### config.mk
export PLATFORM = sky130hd
export DESIGN_NAME = inert_spi_seq_flat
export DESIGN_NICKNAME = d
export VERILOG_FILES = /design/src/rtl/inert_spi_seq_if.sv /design/src/rtl/inert_spi_seq.sv /design/src/flat_wrapper.sv
export SDC_FILE = /design/constraint.sdc
export NUM_CORES = 1
export LEC_CHECK = 0
export ABC_AREA = 0
export BUFFER_PORTS_ARGS = -buffer_cell sky130_fd_sc_hd__buf_4
export CORE_MARGIN = 2
export CORE_UTILIZATION = 40
export CTS_CLUSTER_DIAMETER = 60
export DETAILED_ROUTE_END_ITERATION = 16
export HOLD_SLACK_MARGIN = 0.12
export PLACE_DENSITY = 0.68
export SLEW_MARGIN = 20
export SYNTH_ARGS = -nofsm -noshare
export SYNTH_HDL_FRONTEND = slang
export SYNTH_SLANG_ARGS = --single-unit
### constraint.sdc
create_clock -name clk -period 2.3 [get_ports clk]
set_clock_uncertainty 0.1 [all_clocks]
set_input_delay 0.115 -clock clk [delete_from_list [all_inputs] [get_ports clk]]
set_output_delay 0.115 -clock clk [all_outputs]
set_load 0.01 [all_outputs]
### src/rtl/inert_spi_seq_if.sv
// ============================================================================
// Module : inert_spi_seq_if
// Brief  : Command/response bus between the inertial sequencer and SPI monarch.
// Rev    : 1.0  initial release
// ============================================================================
`default_nettype none

interface inert_spi_seq_if;
    logic        wrt;
    logic [15:0] cmd;
    logic        done;
    logic [15:0] rd_data;

    modport master (output wrt, output cmd, input done, input rd_data);
    modport slave  (input wrt, input cmd, output done, output rd_data);
endinterface

`default_nettype wire

### src/rtl/inert_spi_seq.sv
// ============================================================================
// Module : inert_spi_seq
// Brief  : Power-up wait, three sensor config writes, then INT-driven yaw-rate
//          read pairs assembled into a signed 16-bit sample.
//          Optional INERT_TIMEOUT_EN: watchdog on WAIT_INT that replays config.
// Rev    : 1.0  initial release
// ============================================================================
`default_nettype none

module inert_spi_seq #(
    parameter int          PWR_W = 16,
    parameter logic [15:0] CFG0  = 16'h0D02,
    parameter logic [15:0] CFG1  = 16'h1160,
    parameter logic [15:0] CFG2  = 16'h1460,
    parameter logic [15:0] RD_LO = 16'hA600,
    parameter logic [15:0] RD_HI = 16'hA700
`ifdef INERT_TIMEOUT_EN
    ,
    parameter int          TO_W  = 20
`endif
) (
    input  wire logic          clk,
    input  wire logic          rst,
    input  wire logic          INT,
    inert_spi_seq_if.master    bus,
    output logic [15:0]        yaw_rt,
    output logic               vld,
    output logic               cfg_done,
    output logic               to_err
);

    typedef enum logic [2:0] {
        S_PWR  = 3'd0,
        S_CFG0 = 3'd1,
        S_CFG1 = 3'd2,
        S_CFG2 = 3'd3,
        S_WAIT = 3'd4,
        S_RD_L = 3'd5,
        S_RD_H = 3'd6
    } state_t;

    state_t             r_state;
    state_t             w_next;
    logic [PWR_W-1:0]   r_pwr_cnt;
    logic [1:0]         r_int_sync;
    logic               r_done_ff;
    logic               r_wrt;
    logic [15:0]        r_cmd;
    logic [7:0]         r_lo;
    logic [15:0]        r_yaw;
    logic               r_vld;
    logic               r_cfg_done;

    logic               w_done_rise;
    logic               w_int;
    logic               w_wrt;
    logic [15:0]        w_cmd;
    logic               w_lo_ld;
    logic               w_yaw_ld;
    logic               w_cfg_set;
    logic               w_cfg_clr;
    logic               w_to_set;
    logic               w_to_hit;
    logic               w_unused_rd_hi;

    assign w_done_rise    = bus.done & ~r_done_ff;
    assign w_int          = r_int_sync[1];
    assign w_unused_rd_hi = ^bus.rd_data[15:8];

`ifdef INERT_TIMEOUT_EN
    logic [TO_W-1:0]    r_to_cnt;
    logic               r_to_err;

    assign w_to_hit = &r_to_cnt;
    assign to_err   = r_to_err;

    // Counter is zero on every WAIT_INT entry because any other state clears it.
    always_ff @(posedge clk or posedge rst) begin
        if (rst) begin
            r_to_cnt <= '0;
            r_to_err <= 1'b0;
        end else begin
            r_to_cnt <= (r_state == S_WAIT && w_next == S_WAIT) ? r_to_cnt + 1'b1 : '0;
            if (w_to_set) r_to_err <= 1'b1;
        end
    end
`else
    assign w_to_hit = 1'b0;
    assign to_err   = 1'b0;
`endif

    always_comb begin
        w_next    = r_state;
        w_wrt     = 1'b0;
        w_cmd     = r_cmd;
        w_lo_ld   = 1'b0;
        w_yaw_ld  = 1'b0;
        w_cfg_set = 1'b0;
        w_cfg_clr = 1'b0;
        w_to_set  = 1'b0;
        case (r_state)
            S_PWR: begin
                if (&r_pwr_cnt) begin
                    w_wrt  = 1'b1;
                    w_cmd  = CFG0;
                    w_next = S_CFG0;
                end
            end
            S_CFG0: begin
                if (w_done_rise) begin
                    w_wrt  = 1'b1;
                    w_cmd  = CFG1;
                    w_next = S_CFG1;
                end
            end
            S_CFG1: begin
                if (w_done_rise) begin
                    w_wrt  = 1'b1;
                    w_cmd  = CFG2;
                    w_next = S_CFG2;
                end
            end
            S_CFG2: begin
                if (w_done_rise) begin
                    w_cfg_set = 1'b1;
                    w_next    = S_WAIT;
                end
            end
            S_WAIT: begin
                // A pending data-ready always wins over the watchdog.
                if (w_int) begin
                    w_wrt  = 1'b1;
                    w_cmd  = RD_LO;
                    w_next = S_RD_L;
                end else if (w_to_hit) begin
                    w_to_set  = 1'b1;
                    w_cfg_clr = 1'b1;
                    w_next    = S_PWR;
                end
            end
            S_RD_L: begin
                if (w_done_rise) begin
                    w_lo_ld = 1'b1;
                    w_wrt   = 1'b1;
                    w_cmd   = RD_HI;
                    w_next  = S_RD_H;
                end
            end
            S_RD_H: begin
                if (w_done_rise) begin
                    w_yaw_ld = 1'b1;
                    w_next   = S_WAIT;
                end
            end
            default: w_next = S_PWR;
        endcase
    end

    always_ff @(posedge clk or posedge rst) begin
        if (rst) begin
            r_state    <= S_PWR;
            r_pwr_cnt  <= '0;
            r_int_sync <= 2'b00;
            r_done_ff  <= 1'b1;
            r_wrt      <= 1'b0;
            r_cmd      <= 16'h0000;
            r_lo       <= 8'h00;
            r_yaw      <= 16'h0000;
            r_vld      <= 1'b0;
            r_cfg_done <= 1'b0;
        end else begin
            r_state    <= w_next;
            r_pwr_cnt  <= (r_state == S_PWR && w_next == S_PWR) ? r_pwr_cnt + 1'b1 : '0;
            r_int_sync <= {r_int_sync[0], INT};
            r_done_ff  <= bus.done;
            r_wrt      <= w_wrt;
            r_cmd      <= w_cmd;
            r_vld      <= w_yaw_ld;
            if (w_lo_ld)  r_lo  <= bus.rd_data[7:0];
            if (w_yaw_ld) r_yaw <= {bus.rd_data[7:0], r_lo};
            if (w_cfg_set)      r_cfg_done <= 1'b1;
            else if (w_cfg_clr) r_cfg_done <= 1'b0;
        end
    end

    assign bus.wrt  = r_wrt;
    assign bus.cmd  = r_cmd;
    assign yaw_rt   = r_yaw;
    assign vld      = r_vld;
    assign cfg_done = r_cfg_done;

endmodule

`default_nettype wire

### src/flat_wrapper.sv
// flat-port wrapper written by rule: the top's interface ports become plain ports
module inert_spi_seq_flat 
#(
    parameter int          PWR_W = 16,
    parameter logic [15:0] CFG0  = 16'h0D02,
    parameter logic [15:0] CFG1  = 16'h1160,
    parameter logic [15:0] CFG2  = 16'h1460,
    parameter logic [15:0] RD_LO = 16'hA600,
    parameter logic [15:0] RD_HI = 16'hA700

)
  (clk, rst, INT, yaw_rt, vld, cfg_done, to_err, bus_wrt, bus_cmd, bus_done, bus_rd_data);
  inert_spi_seq_if bus_i ();
  input  wire logic clk;
  input  wire logic rst;
  input  wire logic INT;
  output logic [15:0] yaw_rt;
  output logic vld;
  output logic cfg_done;
  output logic to_err;
  output wire logic [$bits(bus_i.wrt)-1:0] bus_wrt;
  output wire logic [$bits(bus_i.cmd)-1:0] bus_cmd;
  input wire logic [$bits(bus_i.done)-1:0] bus_done;
  input wire logic [$bits(bus_i.rd_data)-1:0] bus_rd_data;
  assign bus_wrt = bus_i.wrt;
  assign bus_cmd = bus_i.cmd;
  assign bus_i.done = bus_done;
  assign bus_i.rd_data = bus_rd_data;
  inert_spi_seq #(.PWR_W(PWR_W), .CFG0(CFG0), .CFG1(CFG1), .CFG2(CFG2), .RD_LO(RD_LO), .RD_HI(RD_HI)) u_core (.clk(clk), .rst(rst), .INT(INT), .bus(bus_i), .yaw_rt(yaw_rt), .vld(vld), .cfg_done(cfg_done), .to_err(to_err));
endmodule
==> impl_metrics.csv, run 1 <==
group,metric,value,unit
status,status,"finished clean",
setup_path,cp.arrival,2.04,ns
setup_path,start_kind,"register",
logic_synthesis,ys_seq_area_share,54.3,%
clock_tree,hold_buffers,11,
finish,final_cell_mix,"dfrtp_1 (53), buf_4 (43), mux2_2 (24), nor2_1 (19), xor2_1 (12)",
clock_tree,cts_tree,"yes",
power_and_ir_drop,power_density,550,nW/um^2
detailed_routing,via_count,1591,
timing,fmax,0.529,GHz
logic_synthesis,synth_top_family_by_area,"simple AND/OR/NAND/NOR gates",
detailed_routing,drt-pass1-iter-count,4,
placed_design,gp_congestion,0.780,
timing,drv_slew,0,
logic_synthesis,synth_compound_area_share,7.38,%
detailed_routing,vias_per_cell,4.88,
logic_synthesis,synthSimpleGateAreaFrac,15.0,%
detailed_routing,topRoutingLayerUsed,"met4",
logic_synthesis,yosysWarnings,0,
logic_synthesis,synthMuxAreaShare,10.8,%
clock_tree,htreeDepth,2,
logic_synthesis,syn_area,2490,um^2
die,core,5960,um^2
setup_path,critPathMaxFanout,20,
grt,track_usage,12.6,%
detailed_routing,ant_nets,0,
logic_synthesis,ys_types,42,
logic_synthesis,synth_edf_count,0,
clock_tree,cts_made_buffers,5,
grt,grt_overflow,0,
timing,period_share,82.2,%
setup_path,required,2.45,ns
logic_synthesis,synth_xor_area_share,4.92,%
finish,fillCellCount,535,
logic_synthesis,synthArstFlopShare,100,%
timing,hold_viol_final,0,
timing,finalSetupViolCount,0,
timing,hold_slack,0.180,ns
worst_hold_path,hold_class,"in2async",
logic_synthesis,avgSynthCellArea,12.2,um^2
logic_synthesis,synthFlopType,"dfrtp_1",
setup_path,worst-setup-path-type,"reg2reg",
grt,grt_first_pass_wirelength,7250,um
timing,slew_headroom,60.4,%
finish,final_common_cell,"dfrtp_1",
clock_tree,clockRootBuffer,"clkbuf_8",
detailed_routing,met1Wirelength,1940,um
timing,rsz0062_at_grt,"no",
detailed_routing,wl_met2,1960,um
detailed_routing,wire_per_inst,12.8,um
detailed_routing,finalWirelength,4170,um
finish,area_growth,20.3,%
clock_tree,postCtsSetupBuffers,0,
logic_synthesis,syn-instance-count,204,
timing,layout_min_cycle_time,1.89,ns
grt,antenna_found_initial,0,
finish,drive_gt1_share,33.5,%
logic_synthesis,synth_adder_area_share,0.502,%
setup_path,cp-end-kind,"register",
placed_design,dpl.hpwl,2860,um
clock_tree,cts_sinks,54,
detailed_routing,route.detailed.drc,0,
timing,worstMarginPinSlew,0.593,ns
die,design.die.area,6870,um^2
finish,fin_nets,271,
clock_tree,insertion_delay,0.31,ns
die,ios,56,
power_and_ir_drop,leakage,1.53,nW
clock_tree,cts_buffer_depth,2,
die,initial_utilization,41.8,%
clock_tree,postCtsResizedCells,0,
grt,grt_max_degree,23,
finish,diodes,0,
timing,finalSetupTns,0,ns
die,die_x,82.9,um
die,die_h,82.9,um
die,row_count,28,
placed_design,placement.io_buffers,40,
grt,grt_pass1_vias,1653,
detailed_routing,drt_iter0_drc,40,
clock_tree,cts.clk_slew.worst_paths,0.10,ns
power_and_ir_drop,ir_drop,0.301,mV
job,maxCapViolCount,0,
detailed_routing,wl_met3,211,um
logic_synthesis,ys_ff_latch,54,
==> critical path: stages (launching register included) <==
cell and delay, ns:
dfrtp_1 0.37, ha_1 0.26, and4_1 0.30, nand3_1 0.13, o21bai_4 0.42, o2111a_1 0.25
==> per-layer routing <==
metal / global-route usage, % / vias to the layer above
met1: 16.0 / 775
met4: 4.02 / 0
met5: 0 / -
met2: 20.6 / 35
met3: 3.98 / 5
li1: - / 776
==> Yosys cell counts (3+ instances only) <==
cell type,instances,area (um^2)
a21oi_1,3,15.0
buf_4,13,97.6
buf_6,3,33.8
clkbuf_1,3,11.3
dfrtp_1,53,1330
inv_1,5,18.8
mux2_2,24,270
nand2_1,3,11.3
nand2b_1,4,25.0
nand3_1,9,45.0
nand4_1,5,31.3
nor2_1,19,71.3
o211a_1,3,30.0
o211ai_1,4,30.0
o21ai_0,6,30.0
or3_1,4,25.0
xor2_1,12,105
==> cell type report <==
class	instances	area, um^2	share of cell area, %
flip-flops and latches	54	1350	45.1
inverters	5	18.8	0.626
multi-input cells	130	990	33.0
well taps	75	93.8	3.13
clock inverters	2	37.5	1.25
repair buffers	54	433	14.4
clock buffers	6	72.6	2.42
==> flip-flops by register name, summed over array words and instances (netlist names) <==
register and cells:
u_core.yaw_rt 16, u_core.r_state 3, u_core.vld 1, u_core.r_pwr_cnt 16
u_core.r_int_sync 2, u_core.r_done_ff 1, u_core.bus.cmd 5, u_core.bus.wrt 1
u_core.cfg_done 1, u_core.r_lo 8
==> report_power, final <==
group	switching [mW]	internal, mW
Sequential	0.00114	0.952
Combinational	0.0359	0.0295
Clock	0.306	0.325
==> final timing paths <==
kind	from	slack (ns)	to	cells after the start
worst min register to register	u_core.r_int_sync[0]	0.26	u_core.r_int_sync[1]	0
min in group clk	u_core.r_int_sync[0]	0.26	u_core.r_int_sync[1]	0
max in group asynchronous	rst	1.32	u_core.r_done_ff	4
worst max-delay path	u_core.r_pwr_cnt[0]	0.41	u_core.r_state[0]	5
worst max register to register	u_core.r_pwr_cnt[0]	0.41	u_core.r_state[0]	5
worst min-delay path	rst	0.18	u_core.r_lo[4]	3
==> metrics by stage <==
stage / power, mW / instance area [um^2] / utilization [%] / worst slack [ns] / std cells
floorplan: 1.01 / 2510 / - / 0.690 / 210
global placement: 1.02 / 2780 / 46.6 / 0.386 / 307
detailed placement: 1.02 / 2780 / 46.6 / 0.375 / 307
CTS: 1.67 / 3000 / 50.3 / 0.361 / 326
global route: 1.71 / 3000 / 50.3 / 0.217 / 326
finish: 1.65 / 3000 / 50.3 / 0.410 / 326
==> cells by family (layout without fill, tap and decap cells) <==
kind of cell,Yosys count,after routing
adder cells (fa/ha/maj),1,1
other,1,7
AND/OR/NAND/NOR,60,60
multiplexers,24,24
flip-flops,54,54
XOR/XNOR,14,14
AO/OA/AOI/OAI,24,24
buffers and inverters,26,67
(Power assumes the default switching activity.)
==> run 2: changes to the inputs <==
- clock period: 2.3 -> 1.9 ns (I/O delays scaled with it)
==> run 2 against run 1 <==
Net effect: sequential power grew 21%; combinational power is 27% higher; utilization grew 1.5 points; sequential share of layout area shrank 1.3 points; maximum frequency up 10%; sequential cell count did not move; first-iteration DRC count rose by 130%; register-to-register slack worse by 0.22 ns; total power up 23%; critical path depth shrank 1; largest power group unchanged; highest routed layer unchanged.
==> impl_metrics.csv, run 2 (synthesis gave the netlist of run 1 again) <==
group,metric,value,unit
timing,layout_min_cycle_time,1.71,ns
clock_tree,cts.clk_slew.worst_paths,0.10,ns
setup_path,worst-setup-path-type,"reg2reg",
placed_design,placed_area,2860,um^2
clock_tree,postCtsSetupBuffers,0,
die,ios,56,
setup_path,required,2.00,ns
timing,rsz0062_at_grt,"no",
timing,drv_slew,0,
detailed_routing,route.detailed.drc,0,
placed_design,dpl.hpwl,3170,um
placed_design,dp_slack,0.224,ns
timing,worstMarginPinSlew,0.516,ns
placed_design,gp_congestion,0.731,
power_and_ir_drop,leakage,1.59,nW
clock_tree,cts_tree,"yes",
timing,hold_viol_final,0,
clock_tree,cts_buffer_depth,2,
clock_tree,cts_made_buffers,5,
clock_tree,htreeDepth,2,
timing,finalSetupViolCount,0,
die,die_h,82.9,um
detailed_routing,wire_per_inst,13.1,um
die,row_count,28,
detailed_routing,drt_iter0_drc,92,
detailed_routing,via_count,1665,
setup_path,critPathTopFamily,"compound AO/OA/AOI/OAI gates",
timing,fmax,0.583,GHz
clock_tree,insertion_delay,0.31,ns
timing,slew_headroom,65.4,%
finish,area_growth,24.0,%
setup_path,cp_num_buf_inv,1,
setup_path,path_cells,"buf_4 > a211oi_1 > o21ai_0 > o211a_1",
power_and_ir_drop,power.total,2.02,mW
finish,fillCellCount,516,
clock_tree,cts_sinks,54,
die,initial_utilization,41.8,%
die,design.die.area,6870,um^2
finish,final_common_cell,"dfrtp_1",
timing,fin_ws,0.185,ns
detailed_routing,vias_per_cell,4.99,
setup_path,slowest_delay,0.49,ns
finish,drive_gt1_share,35.9,%
power_and_ir_drop,ir_drop,0.575,mV
detailed_routing,finalWirelength,4390,um
detailed_routing,drt-pass1-iter-count,4,
setup_path,cp.arrival,1.82,ns
worst_hold_path,hold_class,"in2async",
timing,hold_slack,0.253,ns
timing,finalSetupTns,0,ns
finish,diodes,0,
finish,fin_nets,279,
grt,grt_first_pass_wirelength,7870,um
grt,grt_pass1_vias,1687,
grt,grt_max_degree,24,
grt,antenna_found_initial,0,
job,maxCapViolCount,0,
status,status,"finished clean",
setup_path,cp_slowest_cell,"dfrtp_1",
clock_tree,clockRootBuffer,"clkbuf_8",
setup_path,critPathMaxFanout,13,
detailed_routing,ant_nets,0,
placed_design,placement.io_buffers,40,
power_and_ir_drop,power_density,655,nW/um^2
setup_path,start_kind,"register",
die,core,5960,um^2
grt,grt_overflow,0,
finish,finalInstanceArea,3090,um^2
setup_path,cp-end-kind,"register",
grt,track_usage,13.6,%
timing,period_share,90.3,%
die,die_x,82.9,um
finish,final_cell_mix,"dfrtp_1 (53), buf_4 (49), mux2_2 (24), nor2_1 (19), xor2_1 (12)",
-- run 2: changes by cell type in the layout (fill, tap and decap cells not counted) --
cell        change
clkinvlp_4      -1
clkbuf_1        -1
inv_6           +2
buf_12          +2
buf_4           +6
-- run 2: where the power goes --
| part | internal [mW] | switching (mW) |
|---|---|---|
| combinational | 0.0385 | 0.0444 |
| sequential | 1.15 | 0.00126 |
| clock | 0.402 | 0.384 |
| total | 1.59 | 0.430 |
-- run 2: worst register-to-register path, cell delays in order, from the launching register on --
cell and delay (ns):
dfrtp_1 0.49, buf_4 0.22, a211oi_1 0.46, o21ai_0 0.19, o211a_1 0.15
-- run 2: stage by stage --
| step | utilization (%) | instances |
|---|---|---|
| 2_1_floorplan | - | 210 |
| 3_3_place_gp | 48.1 | 315 |
| 3_5_place_dp | 48.1 | 315 |
| 4_1_cts | 51.9 | 334 |
| 5_1_grt | 51.9 | 334 |
| 6_report | 51.9 | 334 |
-- run 2: final cells by class --
cell class	count	area [um^2]	share of cell area [%]
multi-input combinational	130	990	32.0
timing repair buffer	62	518	16.8
sequential	54	1350	43.8
clock buffer	5	68.8	2.23
clock inverter	3	47.5	1.54
inverter	5	18.8	0.608
tap	75	93.8	3.04
-- run 2: path summary, 6_finish.rpt --
check | startpoint | end | slack (ns) | cells past startpoint
setup / recovery | u_core.r_state[1] | u_core.bus.cmd[8] | 0.19 | 4
hold / removal | rst | u_core.vld | 0.25 | 3
hold reg to reg | u_core.r_int_sync[0] | u_core.r_int_sync[1] | 0.26 | 0
setup reg to reg | u_core.r_state[1] | u_core.bus.cmd[8] | 0.19 | 4
max in group asynchronous | rst | u_core.r_lo[0] | 0.92 | 4
min in group clk | u_core.r_int_sync[0] | u_core.r_int_sync[1] | 0.26 | 0
-- run 2: per-layer routing --
layer	vias to the layer above	global-route usage [%]	wire length, um
met5	-	0	0
met4	0	4.02	54
met3	7	4.87	285
met2	40	22.3	2130
met1	822	17.0	1920
li1	796	-	-
-- run 2: timing repair --
item                      in CTS  in global routing
gates resized for setup        0                  0
hold endpoints to repair      73                  0
hold buffers                  11                  0
